## src/rtl/trdb_pkg.sv

```systemverilog
// Shared types and layout constants for the trace packet decoder.
// Minimum-length constants are only consulted when TRDB_DEC_LENGTH_CHECK_EN is defined.
package trdb_pkg;

  typedef enum logic [1:0] {
    FMT_UNSUPPORTED = 2'd0,
    FMT_BRANCH      = 2'd1,
    FMT_ADDR        = 2'd2,
    FMT_SYNC        = 2'd3
  } format_e;

  typedef enum logic [1:0] {
    SF_START     = 2'd0,
    SF_EXCEPTION = 2'd1,
    SF_CONTEXT   = 2'd2,
    SF_SUPPORT   = 2'd3
  } subformat_e;

  typedef enum logic [1:0] {
    ST_IDLE  = 2'd0,
    ST_DRAIN = 2'd1,
    ST_EMIT  = 2'd2
  } state_e;

  localparam int MAP_LSB   = 7;
  localparam int MAP_MAX_W = 31;

  // Decoded bit counts per layout; the address-bearing ones add XLEN on top.
  localparam int SYNC_START_BITS = 7;
  localparam int SYNC_EXC_BITS   = 45;
  localparam int SYNC_CTX_BITS   = 6;
  localparam int SYNC_SUP_BITS   = 11;
  localparam int ADDR_FMT_BITS   = 4;
  localparam int BRANCH_HDR_BITS = 7;

  function automatic logic [4:0] mapWidth(input logic [4:0] branches);
    if (branches == 5'd0)       return 5'd31;
    else if (branches == 5'd1)  return 5'd1;
    else if (branches <= 5'd9)  return 5'd9;
    else if (branches <= 5'd17) return 5'd17;
    else if (branches <= 5'd25) return 5'd25;
    else                        return 5'd31;
  endfunction

  function automatic int minLengthBytes(input logic [1:0] fmt, input logic [1:0] sf,
                                        input logic [4:0] branches, input int xlen);
    int bits;
    bits = 0;
    case (fmt)
      FMT_SYNC: begin
        case (sf)
          SF_START:     bits = SYNC_START_BITS + xlen;
          SF_EXCEPTION: bits = SYNC_EXC_BITS + xlen;
          SF_CONTEXT:   bits = SYNC_CTX_BITS;
          default:      bits = SYNC_SUP_BITS;
        endcase
      end
      FMT_ADDR:   bits = ADDR_FMT_BITS + xlen;
      FMT_BRANCH: bits = BRANCH_HDR_BITS + int'(mapWidth(branches)) + ((branches != 5'd0) ? xlen : 0);
      default:    bits = 0;
    endcase
    return (bits + 7) / 8;
  endfunction

endpackage

```

## src/rtl/trdb_branch_serializer.sv

```systemverilog
// Streams a format-1 branch map one outcome per handshake, oldest (bit 0) first.
module trdb_branch_serializer
  import trdb_pkg::*;
(
  input  logic                 clk_i,
  input  logic                 rst_i,
  input  logic                 load_i,
  input  logic [MAP_MAX_W-1:0] map_i,
  input  logic [4:0]           count_i,
  input  logic                 ready_i,
  output logic                 valid_o,
  output logic                 taken_o,
  output logic                 last_o
);

  logic [MAP_MAX_W-1:0] map_q;
  logic [4:0]           idx_q;
  logic [4:0]           lastIdx_q;
  logic                 valid_q;

  // count_i is always 1..31, so lastIdx_q never exceeds 30.
  always_ff @(posedge clk_i) begin
    if (rst_i) begin
      map_q     <= '0;
      idx_q     <= '0;
      lastIdx_q <= '0;
      valid_q   <= 1'b0;
    end else if (load_i) begin
      map_q     <= map_i;
      idx_q     <= '0;
      lastIdx_q <= 5'(count_i - 5'd1);
      valid_q   <= 1'b1;
    end else if (valid_q && ready_i) begin
      if (idx_q == lastIdx_q) valid_q <= 1'b0;
      else                    idx_q   <= 5'(idx_q + 5'd1);
    end
  end

  assign valid_o = valid_q;
  assign taken_o = valid_q & ~map_q[idx_q];
  assign last_o  = valid_q && (idx_q == lastIdx_q);

endmodule

```

## src/rtl/trdb_packet_decoder.sv

```systemverilog
// Trace packet decoder: accepts one payload, streams format-1 branch outcomes, then presents fields.
// Optional TRDB_DEC_LENGTH_CHECK_EN drops packets whose byte length is shorter than their layout.
module trdb_packet_decoder
  import trdb_pkg::*;
#(
  parameter int PAYLOAD_W = 256,
  parameter int XLEN      = 32
)(
  input  logic                 clk_i,
  input  logic                 rst_i,
  input  logic                 packet_valid_i,
  output logic                 packet_ready_o,
  input  logic [PAYLOAD_W-1:0] packet_payload_i,
  input  logic [4:0]           payload_length_i,
  output logic                 br_valid_o,
  output logic                 br_taken_o,
  output logic                 br_last_o,
  input  logic                 br_ready_i,
  output logic                 pkt_valid_o,
  input  logic                 pkt_ready_i,
  output logic [1:0]           format_o,
  output logic [1:0]           subformat_o,
  output logic                 has_addr_o,
  output logic [XLEN-1:0]      address_o,
  output logic                 branch_o,
  output logic [1:0]           priv_o,
  output logic [4:0]           ecause_o,
  output logic                 interrupt_o,
  output logic [XLEN-1:0]      tval_o,
  output logic                 notify_o,
  output logic                 updiscon_o,
  output logic                 ienable_o,
  output logic                 encoder_mode_o,
  output logic [1:0]           qual_status_o,
  output logic [2:0]           ioptions_o,
  output logic                 err_o
);

  // Highest decoded bit is the top of the exception tval field.
  localparam int DEC_W = SYNC_EXC_BITS + XLEN;

  state_e           state_q;
  logic [DEC_W-1:0] payload_q;
  logic             err_q;

  logic [1:0] fmtIn;
  logic [4:0] branchesIn;
  logic       accept;
  logic       lengthShort;
  logic       dropIn;
  logic       brHandshakeLast;

  assign fmtIn      = packet_payload_i[1:0];
  assign branchesIn = packet_payload_i[6:2];
  assign accept     = packet_valid_i && (state_q == ST_IDLE);

`ifdef TRDB_DEC_LENGTH_CHECK_EN
  assign lengthShort = int'(payload_length_i) <
                       minLengthBytes(fmtIn, packet_payload_i[3:2], branchesIn, XLEN);
`else
  assign lengthShort = 1'b0;
`endif

  assign dropIn = (fmtIn == FMT_UNSUPPORTED) || lengthShort;

  trdb_branch_serializer u_serializer (
    .clk_i   (clk_i),
    .rst_i   (rst_i),
    .load_i  (accept && !dropIn && (fmtIn == FMT_BRANCH)),
    .map_i   (packet_payload_i[MAP_LSB +: MAP_MAX_W]),
    .count_i ((branchesIn == 5'd0) ? 5'd31 : branchesIn),
    .ready_i (br_ready_i),
    .valid_o (br_valid_o),
    .taken_o (br_taken_o),
    .last_o  (br_last_o)
  );

  assign brHandshakeLast = br_valid_o && br_ready_i && br_last_o;

  always_ff @(posedge clk_i) begin
    if (rst_i) begin
      state_q   <= ST_IDLE;
      payload_q <= '0;
      err_q     <= 1'b0;
    end else begin
      err_q <= 1'b0;
      case (state_q)
        ST_IDLE: begin
          if (accept) begin
            if (dropIn) begin
              err_q <= 1'b1;
            end else begin
              payload_q <= packet_payload_i[DEC_W-1:0];
              state_q   <= (fmtIn == FMT_BRANCH) ? ST_DRAIN : ST_EMIT;
            end
          end
        end
        ST_DRAIN: if (brHandshakeLast) state_q <= ST_EMIT;
        ST_EMIT:  if (pkt_ready_i)     state_q <= ST_IDLE;
        default:  state_q <= ST_IDLE;
      endcase
    end
  end

  assign packet_ready_o = (state_q == ST_IDLE);
  assign pkt_valid_o    = (state_q == ST_EMIT);
  assign err_o          = err_q;

  // Format-1 address sits directly above a map whose width depends on the branch count.
  logic [4:0]       f1Width;
  logic [DEC_W-1:0] f1Shifted;
  assign f1Width   = mapWidth(payload_q[6:2]);
  assign f1Shifted = payload_q >> (MAP_LSB + int'(f1Width));

  always_comb begin
    format_o       = payload_q[1:0];
    subformat_o    = 2'd0;
    has_addr_o     = 1'b0;
    address_o      = '0;
    branch_o       = 1'b0;
    priv_o         = 2'd0;
    ecause_o       = 5'd0;
    interrupt_o    = 1'b0;
    tval_o         = '0;
    notify_o       = 1'b0;
    updiscon_o     = 1'b0;
    ienable_o      = 1'b0;
    encoder_mode_o = 1'b0;
    qual_status_o  = 2'd0;
    ioptions_o     = 3'd0;
    case (format_e'(payload_q[1:0]))
      FMT_SYNC: begin
        subformat_o = payload_q[3:2];
        case (subformat_e'(payload_q[3:2]))
          SF_START, SF_EXCEPTION: begin
            has_addr_o = 1'b1;
            branch_o   = payload_q[4];
            priv_o     = payload_q[6:5];
            address_o  = payload_q[7 +: XLEN];
            if (payload_q[3:2] == SF_EXCEPTION) begin
              ecause_o    = payload_q[7+XLEN +: 5];
              interrupt_o = payload_q[12+XLEN];
              tval_o      = payload_q[13+XLEN +: XLEN];
            end
          end
          SF_CONTEXT: priv_o = payload_q[5:4];
          SF_SUPPORT: begin
            ienable_o      = payload_q[4];
            encoder_mode_o = payload_q[5];
            qual_status_o  = payload_q[7:6];
            ioptions_o     = payload_q[10:8];
          end
        endcase
      end
      FMT_ADDR: begin
        has_addr_o = 1'b1;
        address_o  = payload_q[2 +: XLEN];
        notify_o   = payload_q[2+XLEN];
        updiscon_o = payload_q[3+XLEN];
      end
      FMT_BRANCH: begin
        if (payload_q[6:2] != 5'd0) begin
          has_addr_o = 1'b1;
          address_o  = f1Shifted[XLEN-1:0];
        end
      end
      FMT_UNSUPPORTED: ;
    endcase
  end

endmodule

```

## config.mk

```make
export PLATFORM = sky130hd
export DESIGN_NAME = trdb_packet_decoder
export DESIGN_NICKNAME = d
export VERILOG_FILES = /design/src/rtl/trdb_pkg.sv /design/src/rtl/trdb_branch_serializer.sv /design/src/rtl/trdb_packet_decoder.sv
export SDC_FILE = /design/constraint.sdc
export NUM_CORES = 1
export LEC_CHECK = 0
export BUFFER_PORTS_ARGS = -buffer_cell sky130_fd_sc_hd__buf_4
export CAP_MARGIN = 20
export CORE_AREA = 4 4 136 138
export DETAILED_ROUTE_END_ITERATION = 12
export DIE_AREA = 0 0 140 142
export GPL_ROUTABILITY_DRIVEN = 1
export PLACE_DENSITY_LB_ADDON = 0.15
export SYNTH_ARGS = -nofsm -noshare
export SYNTH_HDL_FRONTEND = slang
export SYNTH_HIERARCHICAL = 1
export SYNTH_SLANG_ARGS = --single-unit
```

## constraint.sdc

```tcl
create_clock -name clk_i -period 1.94 [get_ports clk_i]
set_input_delay 0 -clock clk_i [delete_from_list [all_inputs] [get_ports clk_i]]
set_output_delay 0 -clock clk_i [all_outputs]
set_load 0.005 [all_outputs]
```

==> results.cfg <==
[synth]
syn_inst = 1034
synth_top_family_by_area = compound AO/OA/AOI/OAI gates
syn_area_per_cell_um2 = 7.484
synth-xor-area-share_pct = 1.245
synth-seq-cells = 122
dominantRegCellSynth = dfxtp_1
synth-edff-count = 0
synth-seq-area-share_pct = 31.56
synth_area_um2 = 7739
synth.distinct_cells = 73
synth_fp_nets = 1302
synth_fa_ha_area_share_pct = 0.3234
async_flop_share_pct = 0
synth_warnings = 6
synth-simple-area-share_pct = 23.85
synth-compound-area-share_pct = 27.19
synth.area.mux_share_pct = 8.779

[clock_tree]
clock_latency_ns = 0.42
cts_sinks = 122
cts_tree = done
cts_buffers = 17
clockBufferDepth = 2
root_buffer = clkbuf_16
clk_pin_slew_ns = 0.06
cts_max_level = 4

[sta]
setup_viol = 34
slew_viol_final = 0
hold_violations = 0
max_freq_mhz = 426.2
tightest_slew_ns = 0.6815
setup_tns_ns = -8.786
slew-limit-headroom_pct = 54.51
fin_crit_sh_pct = 121.0
min_period_ns = 2.346
hold_ws_ns = 0.04023
finClkSkew_ns = 0.01397
rsz0062_at_grt = true
fin_ws_ns = -0.4064

[global_routing]
track_usage_pct = 32.22
grt_max_degree = 50
antenna_found_initial = 1
grt_pass1_vias = 8972
grt_first_pass_wirelength_um = 50290
overflow = 0

[finish]
num_antenna_cells = 0
drive_gt1_share_pct = 36.92
final_cells = 1593
post-route-util_pct = 72.30
final_cell_mix = buf_4 (257), nand2_1 (191), dfxtp_1 (115)
area_delta_synth_final_pct = 60.47
design_area_um2 = 12420
nNetsFinal = 1624
final_common_cell = buf_4

[worst_setup_path]
cp_slowest_stage_delay_ns = 0.40
worst_path_max_delay_cell = dfxtp_4
cpMostUsedCell = buf_4
critical_path_arrival_ns = 2.35
required_ns = 1.94
crit_type = reg2out
worstPathBufferInverterCount = 3
cpLargestDelayFamily = compound AO/OA/AOI/OAI gates
endpoint_kind = output pin
crit_chain = buf_4, o21a_2, buf_4, nor2_4, o211ai_1, a221oi_2, a221o_1, buf_4
crit_path_start_kind = flip-flop
critPathMaxFanout = 9

[floorplan]
dieWidth_um = 140
die-height_um = 142
io_pins = 359
start_util_pct = 45.05
rows = 48
core_um2 = 17180
dieArea_um2 = 19880

[detailed_routing]
via_count = 9546
drt-vias-per-instance = 5.992
first_pass_iters = 9
ant_nets = 0
routedWlPerCell_um = 21.25
wirelength_um = 33850
drc_errors = 0
drt-initial-drc-count = 1172

[placement]
numPlacedInstances = 1432
gp_congestion = 1.011
port_buffers = 174
place_hpwl_um = 22740
preCtsSetupSlack_ns = -0.1765
dpl_cell_area_um2 = 9786

[min_path]
hp-class = in2reg

[power]
p_leak_nw = 5.016
powerDensity_nw_per_um2 = 692.2
vdd_drop_max_mv = 0.6309
power.total_mw = 8.596

[flow_run]
max_cap_violations = 0

[run_status]
status = complete, but fails checks
violations = negative setup slack
kinds of logic after synthesis:
family,after synthesis
AND/OR/NAND/NOR,401
AO/OA/AOI/OAI,324
flip-flops,122
buffers and inverters,118
multiplexers,56
XOR/XNOR,11
adder cells (fa/ha/maj),2
worst reg2reg max path, stage by stage (launching register included):
cell and delay (ns):
dfxtp_4 0.37, buf_8 0.13, buf_8 0.13, xor2_2 0.14
nor2_2 0.13, and3_1 0.20, a31oi_1 0.08, buf_4 0.16
nor2b_2 0.10, o21bai_1 0.08, a221oi_2 0.21
timing repair:
item,4_1_cts,5_1_grt
pin swaps,58,42
endpoints found under the setup margin,34,67
endpoints found under the hold margin,112,0
hold buffers,80,0
cloned,3,3
setup buffers,36,15
resized for setup,141,90
report_power, final:
group / switching (mW) / internal (mW) / total [mW]
clock: 1.19 / 1.96 / 3.15
sequential: 0.246 / 2.64 / 2.89
combinational: 1.30 / 1.26 / 2.56
total: 2.74 / 5.85 / 8.60
layer usage:
layer	vias up	GRT usage (%)	routed length, um
li1	4345	-	-
met1	4490	44.77	14150
met2	603	47.61	14640
met3	108	8.669	3718
met4	0	13.11	1339
met5	-	0	0
Yosys cell counts (3+ instances only):
library cell / number / area share (%)
mux2i_1: 45 / 5.8
nor3_2: 4 / 0.52
o21ai_0: 49 / 3.2
xnor2_1: 6 / 0.68
o221ai_1: 9 / 1.0
o31ai_1: 3 / 0.29
mux4_2: 7 / 2.0
o21a_1: 11 / 1.1
nand2b_1: 4 / 0.32
buf_6: 4 / 0.58
nand3_1: 8 / 0.52
o211ai_1: 5 / 0.49
o22ai_1: 22 / 1.8
or2_2: 4 / 0.32
nor3b_1: 3 / 0.29
buf_2: 31 / 2.0
buf_4: 9 / 0.87
nor3_1: 19 / 1.2
xor2_1: 5 / 0.57
nor2b_1: 12 / 0.97
a22oi_1: 32 / 3.1
and3_1: 10 / 0.81
a221oi_1: 13 / 1.5
a21oi_1: 99 / 6.4
a211oi_1: 10 / 0.97
o21ai_1: 18 / 1.2
dfxtp_1: 122 / 32
a221o_1: 11 / 1.4
or3_1: 3 / 0.24
o31a_1: 3 / 0.34
clkbuf_1: 50 / 2.4
and2_1: 42 / 3.4
o41ai_1: 5 / 0.57
nand2_1: 200 / 9.7
buf_1: 10 / 0.49
inv_1: 13 / 0.63
nor2_1: 78 / 3.8
a31oi_1: 8 / 0.65
registers in the layout, summed over array words and instances (netlist names):
signal and cells:
payload_q 77, u_serializer/map_q 31, u_serializer/idx_q 5, u_serializer/lastIdx_q 5
state_q 2, err_o 1, u_serializer/valid_o 1
worst paths after layout:
kind              depth (start not counted)  slack [ns]               endpoint             startpoint
hold reg to reg                           2        0.45          payload_q[76]          payload_q[76]
setup reg to reg                         10        0.14             state_q[1]  u_serializer/idx_q[0]
setup / recovery                          8       -0.41          address_o[16]           payload_q[5]
hold / removal                            2        0.04  u_serializer/map_q[0]                  rst_i
layout make-up:
| class | count | area, um2 |
|---|---|---|
| Tap cell | 225 | 281.5 |
| Timing Repair Buffer | 404 | 3662 |
| Multi-Input combinational cell | 797 | 5371 |
| Clock buffer | 21 | 460.4 |
| Inverter | 14 | 56.30 |
| Fill cell | 1374 | 4758 |
| Clock inverter | 10 | 117.6 |
| Sequential cell | 122 | 2469 |
Note: power is estimated with default switching activity, not from simulation.
